### config.mk
export PLATFORM = sky130hd
export DESIGN_NAME = fetch_unit
export DESIGN_NICKNAME = d
export VERILOG_FILES = /design/src/rtl/cpu_pkg.sv /design/src/rtl/fetch_queue.sv /design/src/rtl/fetch_unit.sv
export SDC_FILE = /design/constraint.sdc
export NUM_CORES = 1
export LEC_CHECK = 0
export CELL_PAD_IN_SITES_DETAIL_PLACEMENT = 1
export CELL_PAD_IN_SITES_GLOBAL_PLACEMENT = 1
export CORE_MARGIN = 8
export CORE_UTILIZATION = 37
export DETAILED_ROUTE_END_ITERATION = 6
export PLACE_DENSITY_LB_ADDON = 0.1
export REMOVE_ABC_BUFFERS = 1
export SLEW_MARGIN = 30
export SYNTH_ARGS = -nofsm -noshare
export SYNTH_HDL_FRONTEND = slang
export SYNTH_SLANG_ARGS = --single-unit
### constraint.sdc
create_clock -name clock -period 9.27 [get_ports clock]
set_input_delay 1.854 -clock clock [delete_from_list [all_inputs] [get_ports clock]]
set_output_delay 1.854 -clock clock [all_outputs]
set_load 0.02 [all_outputs]
### src/rtl/cpu_pkg.sv
// Shared CPU constants: default datapath widths, reset vector and opcodes.
package cpu_pkg;

    localparam int unsigned CPU_ADDR_W  = 32;
    localparam int unsigned CPU_INSTR_W = 32;

    localparam logic [CPU_ADDR_W-1:0] CPU_RESET_PC = '0;

    // Primary opcode field, shared with the control unit's jump/halt decode.
    typedef enum logic [5:0] {
        OP_RTYPE = 6'h00,
        OP_JUMP  = 6'h02,
        OP_JAL   = 6'h03,
        OP_BEQ   = 6'h04,
        OP_BNE   = 6'h05,
        OP_LW    = 6'h23,
        OP_SW    = 6'h2B,
        OP_HALT  = 6'h3F
    } opcode_e;

    // Extract the primary opcode from a full instruction word.
    function automatic opcode_e opcodeOf(input logic [CPU_INSTR_W-1:0] instr);
        return opcode_e'(instr[31:26]);
    endfunction

endpackage

### src/rtl/fetch_queue.sv
// Prefetch FIFO of {pc, instr} pairs with flush; depth must be a power of two.
module fetch_queue
    import cpu_pkg::*;
#(
    parameter int unsigned ADDR_W  = CPU_ADDR_W,
    parameter int unsigned INSTR_W = CPU_INSTR_W,
    parameter int unsigned DEPTH   = 4
) (
    input  logic                       clock,
    input  logic                       reset,
    input  logic                       push,
    input  logic                       pop,
    input  logic                       flush,
    input  logic [ADDR_W-1:0]          pushPc,
    input  logic [INSTR_W-1:0]         pushInstr,
    output logic [ADDR_W-1:0]          headPc,
    output logic [INSTR_W-1:0]         headInstr,
    output logic [$clog2(DEPTH+1)-1:0] count,
    output logic                       empty,
    output logic                       full
);

    localparam int unsigned PTR_W = $clog2(DEPTH);
    localparam int unsigned CNT_W = $clog2(DEPTH + 1);
    localparam logic [PTR_W-1:0] PTR_MASK = PTR_W'(DEPTH - 1);

    logic [ADDR_W-1:0]  pcMem    [DEPTH];
    logic [INSTR_W-1:0] instrMem [DEPTH];
    logic [PTR_W-1:0]   rdPtr;
    logic [PTR_W-1:0]   wrPtr;
    logic               doPush;
    logic               doPop;

    assign empty     = (count == '0);
    assign full      = (count == CNT_W'(DEPTH));
    assign headPc    = pcMem[rdPtr];
    assign headInstr = instrMem[rdPtr];

    // Overflow/underflow guards; the fetch side never pushes into a full queue.
    always_comb begin
        doPush = push && !full;
        doPop  = pop && !empty;
    end

    // Pointer, occupancy and storage update; flush drops everything queued.
    always_ff @(posedge clock) begin
        if (!reset) begin
            rdPtr <= '0;
            wrPtr <= '0;
            count <= '0;
            for (int i = 0; i < int'(DEPTH); i++) begin
                pcMem[i]    <= '0;
                instrMem[i] <= '0;
            end
        end else if (flush) begin
            rdPtr <= '0;
            wrPtr <= '0;
            count <= '0;
        end else begin
            if (doPush) begin
                pcMem[wrPtr]    <= pushPc;
                instrMem[wrPtr] <= pushInstr;
                wrPtr           <= (wrPtr + PTR_W'(1)) & PTR_MASK;
            end
            if (doPop) begin
                rdPtr <= (rdPtr + PTR_W'(1)) & PTR_MASK;
            end
            case ({doPush, doPop})
                2'b10:   count <= count + CNT_W'(1);
                2'b01:   count <= count - CNT_W'(1);
                default: ;
            endcase
        end
    end

endmodule

### src/rtl/fetch_unit.sv
// Instruction fetch front end: PC generator, one-cycle imem requester, prefetch queue.
module fetch_unit
    import cpu_pkg::*;
#(
    parameter int unsigned       ADDR_W      = CPU_ADDR_W,
    parameter int unsigned       INSTR_W     = CPU_INSTR_W,
    parameter int unsigned       PC_STEP     = 1,
    parameter logic [ADDR_W-1:0] RESET_PC    = ADDR_W'(CPU_RESET_PC),
    parameter int unsigned       QUEUE_DEPTH = 4
) (
    input  logic               clock,
    input  logic               reset,
    output logic               imem_en,
    output logic [ADDR_W-1:0]  imem_addr,
    input  logic [INSTR_W-1:0] imem_rdata,
    output logic               dec_valid,
    output logic [INSTR_W-1:0] dec_instr,
    output logic [ADDR_W-1:0]  dec_pc,
    input  logic               dec_ready,
    input  logic               redirect_valid,
    input  logic [ADDR_W-1:0]  redirect_target,
    input  logic               halt,
    output logic               halted
);

    localparam int unsigned CNT_W = $clog2(QUEUE_DEPTH + 1);
    localparam int unsigned OCC_W = CNT_W + 1;

    logic [ADDR_W-1:0] fetchPc;
    logic [ADDR_W-1:0] inflightPc;
    logic              inflight;
    logic              issue;
    logic              push;
    logic              pop;
    logic              flush;
    logic [CNT_W-1:0]  count;
    logic              empty;
    logic              full;
    logic [OCC_W-1:0]  occupancy;

    // Issue only when the queue has room for everything already requested.
    always_comb begin
        occupancy = OCC_W'(count) + OCC_W'(inflight);
        issue     = reset && !halted && !halt && !redirect_valid && !full
                    && (occupancy < OCC_W'(QUEUE_DEPTH));
        push      = inflight && !redirect_valid;
        pop       = !empty && dec_ready;
        flush     = redirect_valid;
    end

    assign imem_en   = issue;
    assign imem_addr = fetchPc;
    assign dec_valid = !empty;

    // PC, in-flight tag and sticky halt; a redirect squashes the pending response.
    always_ff @(posedge clock) begin
        if (!reset) begin
            fetchPc    <= RESET_PC;
            inflightPc <= RESET_PC;
            inflight   <= 1'b0;
            halted     <= 1'b0;
        end else begin
            if (redirect_valid) begin
                fetchPc <= redirect_target;
            end else if (issue) begin
                fetchPc <= fetchPc + ADDR_W'(PC_STEP);
            end
            if (issue) begin
                inflightPc <= fetchPc;
            end
            inflight <= issue;
            if (halt) begin
                halted <= 1'b1;
            end
        end
    end

    fetch_queue #(
        .ADDR_W  (ADDR_W),
        .INSTR_W (INSTR_W),
        .DEPTH   (QUEUE_DEPTH)
    ) queue (
        .clock     (clock),
        .reset     (reset),
        .push      (push),
        .pop       (pop),
        .flush     (flush),
        .pushPc    (inflightPc),
        .pushInstr (imem_rdata),
        .headPc    (dec_pc),
        .headInstr (dec_instr),
        .count     (count),
        .empty     (empty),
        .full      (full)
    );

endmodule

* Yosys cells after proc, flatten, opt, wreduce, memory -nomap -nowiden *
Memory sizes are Yosys's and may differ from the RTL's. A register that Yosys moved wholly into a read port is not among the register bits.
Index checks and enable logic that the tools add are counted.
Widths: inputs -> output; s select.

operators by class
  add/sub/neg operators = 6
  order comparisons = 1
  equal/unequal tests = 3
  mux-type cells = 18
  bitwise gates (word level) = 1
  reduce and logical (&&, ||, !) cells = 20

operator list
  kind                   number
  $mux 32                4
  $reduce_or 32->1       2
  $add 32x1->32 const B  1
  $mux 2                 6
  $logic_and 1x1->1      9
  $mux 1                 7
  $pmux 3 s2             1
  $logic_not 1->1        5
  $add 2x1->2 const B    2
  $add 3x1->4            1
  $lt 4x3->1 const B     1
  $reduce_bool 2->1      2
  $add 3x1->3 const B    1
  $eq 3x3->1 const B     1
  $logic_not 3->1        1
  $sub 3x1->3 const B    1
  $eq 2x1->1 const B     1
  $eq 2x2->1 const B     1
  $reduce_or 2->1        1
  $not 1->1              1

word-level totals
  bits in registers = 73
  memory bits (writable) = 256
  input port bits = 69
  output and inout port bits = 99
  logic and storage cells = 58
  memories kept = 2

memory list
  name            words  bits a word  read ports  clocked after memory_dff  wr ports  line               RTL
  queue.instrMem  4      32           1           1                         4         fetch_queue.sv:28  logic [INSTR_W-1:0] instrMem [DEPTH];
  queue.pcMem     4      32           1           1                         4         fetch_queue.sv:27  logic [ADDR_W-1:0] pcMem [DEPTH];

* Logic depth before layout (Yosys ltp) *
  depth in word-level cells = 9
  depth in mapped cells = 10
  gate-level depth less buffers = 9

* Cells and area by module *
Synthesis repeated with hierarchy kept, for this count alone.

second synthesis, totals
  cells, all modules = 1059
  area total of the unflattened synthesis = 14580.2 um^2

by module, submodules not included
  module       times used  cells an instance  area an instance (um^2)  sequential area each (um^2)
  fetch_queue  1           671                11407.2                  7867.5
  fetch_unit   1           388                3173.0                   1321.3

* Worst setup path after synthesis *
OpenSTA, ideal clock, no wires.

  path type = in2reg
  start = input redirect_valid
  end = memory queue.instrMem[0][0] (netlist bit), enable pin
  setup time = 581 ps
  arrival = 7371 ps
  required time = 8689 ps
  path slack = 1318 ps
  stages on the path = 5
  path buffers = 1
  cells stage by stage = nand2b_1 a21oi_1 clkbuf_1 inv_1 o31ai_1

RTL lines
  what                line               RTL
  start: declaration  fetch_unit.sv:20   input logic redirect_valid,
  end: declaration    fetch_queue.sv:28

* Final worst setup path *
  start = input redirect_valid
  end = output imem_en

on the way
  word-level cells in the longest chain between the ends = 4

ends and longest elaborated chain
  what                             line              RTL
  $logic_not 1->1                  fetch_unit.sv:44  issue = reset && !halted && !halt && !redirect_valid && !full
  $logic_and 1x1->1 (2 in series)  fetch_unit.sv:44
  $logic_and 1x1->1                fetch_unit.sv:45  && (occupancy < OCC_W'(QUEUE_DEPTH));
  end: declaration                 fetch_unit.sv:13  output logic imem_en,

No other way between the ends.

==> run metrics <==
sequential area share after synthesis=63.8%; synthesized area per cell=13.7 sq um; CP delay by family, top=buffers and inverters; post-DP HPWL=24.0 mm; Final Wtd Congestion=0.809; drt via density=5.06; Die X-Extent=213 um; initial antenna violation count=0; Max Clk Rate=165 MHz; clock root buffer=clkbuf_16; Fillers=3952; Clock power frac=42.8%; Nets=1275; Peak VDD IR=0.0976 mV; Post-Route WL=39.6 mm; most frequent cell after synthesis=edfxtp_1; R2R setup slack=5.95 ns; number of CTS-inserted buffers=38; Critical Path End Type=output port; Hold Startpoint=inflightPc[30]$_SDFFE_PN0P_; drt pass-1 iters=4; via count=8859; ANT cells=0; initial core utilization=37.3%; CP cell instances=clkdlybuf4s50_1 -> inv_1 -> buf_4 -> nand4_1 -> clkinv_1 -> clkdlybuf4s50_1; Clock Tree Buf Depth=3; worst path required time=7.42 ns; crit-path max cell delay=0.82 ns; Final Cycle Share=65.3%; final clock skew=0.0199 ns; Synth top area share=53.4%; leakage=6.33 nW; Internal Power=2.59 mW; Worst slew margin=37.4%; Net Switching=740 uW; worst hold slack=0.495 ns; Power, Total=3.33 mW; Clock transition at path regs=0.05 ns; critical-path maximum fanout=47; final number of setup-violating endpoints=0; Top Ports=168; CTS tree=done; number of global-route vias before repair=9828; RSZ-0062 raised after global routing=false; RR Startpoint=queue.count[1]$_SDFFE_PP0P_; core area=38600 sq um; Total GRT Usage=17.5%; Post-synth EDFFs=256; crit path buf inv count=5; Detailed Route Iter0 Violations=374; Final ANT Viol Nets=0; Synth Cell Area=14400 sq um; hold buffer count at CTS=0; Crit Path Class=in -> out; Reg-to-Reg End=queue.pcMem[1][29]$_SDFFCE_PN0P_; Gate power share=6.7%; post-CTS sizing=0; DIE AREA=45500 sq um; largest net degree at the start of global routing=74; top cells by area, synth=edfxtp_1 (53%), dfxtp_1 (10%), mux4_2 (10%), and2_1 (8.6%), and3_1 (2.9%); Worst-Skew Late Latency=0.52 ns; Hold Fails Final Rpt=0; ys flop type=edfxtp_1; final worst setup slack=3.22 ns; cell mode on critical path=clkdlybuf4s50_1; crit path DAT=4.20 ns; hold crit path type=reg -> reg; setup TNS=0 ns; Mapped Cells=1051; Post-synth top cells=edfxtp_1 (256), and2_1 (198), nand2_1 (93); Reg2Reg Depth=6; DRC violation count after routing=0; Max Slew Vio Count=0; Worst-Margin Slew=0.937 ns; Overflow after GRT=0; FP Rows=72; first-pass GRT wire length=60.8 mm; IO Port Bufs=167; Switching Share=22.2%; Hold Path End=inflightPc[30]$_SDFFE_PN0P_; CTS HTree Levels=2; post-CTS setup buffer count=0; Seq pwr share=50.5%; ys async rst share=0%; clock sink count=331; Yosys top cell by area=edfxtp_1; critical path startpoint category=primary input; Die Y=213 um; CP max stage cell=clkdlybuf4s50_1; min cycle time layout=6.05 ns; pwr dens=186 nW/um^2; FF+latch count, synth=331; Synthesis Warnings=0; status=complete, no violations; max cap viols=0; pre-CTS WS=3.21 ns; P&R area growth vs syn=24.0%; Wirelength per Cell=22.6 um; ratio of cells with drive above 1 in the final layout=11.9%; hold path cells=2; library cells used by synthesis=44
==> power by group through the flow <==
stage	logic [mW]	registers, mW	clock network (mW)
after floorplan	0.0863	1.72	0
after global placement	0.227	1.71	0
after detailed placement	0.227	1.71	0
after CTS	0.229	1.68	1.47
after global routing	0.240	1.69	1.52
final	0.223	1.68	1.42
==> through the flow <==
stage | instances | utilization [%] | area [sq um]
after floorplan | 979 | - | 14100
after global placement | 1679 | 43.1 | 16600
after detailed placement | 1681 | 43.3 | 16700
after CTS | 1750 | 46.3 | 17900
after global routing | 1750 | 46.3 | 17900
final | 1750 | 46.3 | 17900
==> cell usage in the layout (no fill, tap or decap), types with 16 or more instances in the layout <==
| cell | instances |
|---|---|
| clkbuf_16 | 41 |
| and2_1 | 198 |
| and3_1 | 67 |
| a21boi_0 | 32 |
| nand2_1 | 92 |
| dfxtp_1 | 73 |
| xnor2_1 | 22 |
| nor2_1 | 16 |
| clkdlybuf4s50_1 | 166 |
| mux4_2 | 64 |
| o21ai_0 | 28 |
| a21oi_1 | 23 |
| edfxtp_1 | 256 |
==> per-layer routing <==
metal  wire length, um  GRT usage [%]  up-vias
met1             17700           22.7     4483
met4               567           3.99        0
li1                  -              -     4156
met5                 0              0        -
met2             19400           29.8      175
met3              1900           3.48       45
==> tightest hold or removal path: cells and delay by family, from the launching register on <==
family             cells  cell delay [ns]
AOI/OAI and AO/OA      1             0.06
and+or+nand+nor        1             0.05
DFF                    1             0.33
==> registers in the layout, indices dropped and copies added (netlist names), named ones only <==
name,flops
queue.rdPtr,2
inflightPc,32
imem_addr,32
queue.pcMem,128
halted,1
inflight,1
queue.wrPtr,2
queue.count,3
queue.instrMem,128
==> cells by family after synthesis <==
family / count (synthesis) / share of synthesized area, %
buf+inv: 84 / 2.29
fa+ha+maj: 3 / 0.313
simple gates: 434 / 17.0
compound gates: 101 / 4.45
flops: 331 / 63.8
xor+xnor: 32 / 1.95
mux: 66 / 10.1
==> worst max path at each step <==
stage                              start  cells after the start  slack (ns)                                 end
after floorplan           redirect_valid                      4       -0.08  queue.instrMem[0][0]$_SDFFCE_PN0P_
after global placement    redirect_valid                      6        3.25                             imem_en
after detailed placement  redirect_valid                      6        3.21                             imem_en
after CTS                 redirect_valid                      6        3.20                             imem_en
after global routing      redirect_valid                      6        2.99                             imem_en
final                     redirect_valid                      6        3.22                             imem_en
==> layout make-up <==
type | instances | area (sq um) | share of cell area [%]
inverter | 12 | 45.0 | 0.252
tap | 518 | 648 | 3.63
timing repair buffer | 184 | 1830 | 10.2
clock inverter | 18 | 104 | 0.582
multi-input combinational | 636 | 4970 | 27.8
clock buffer | 51 | 1070 | 6.01
sequential | 331 | 9200 | 51.5
No activity file was read; power rests on OpenSTA's default activity.
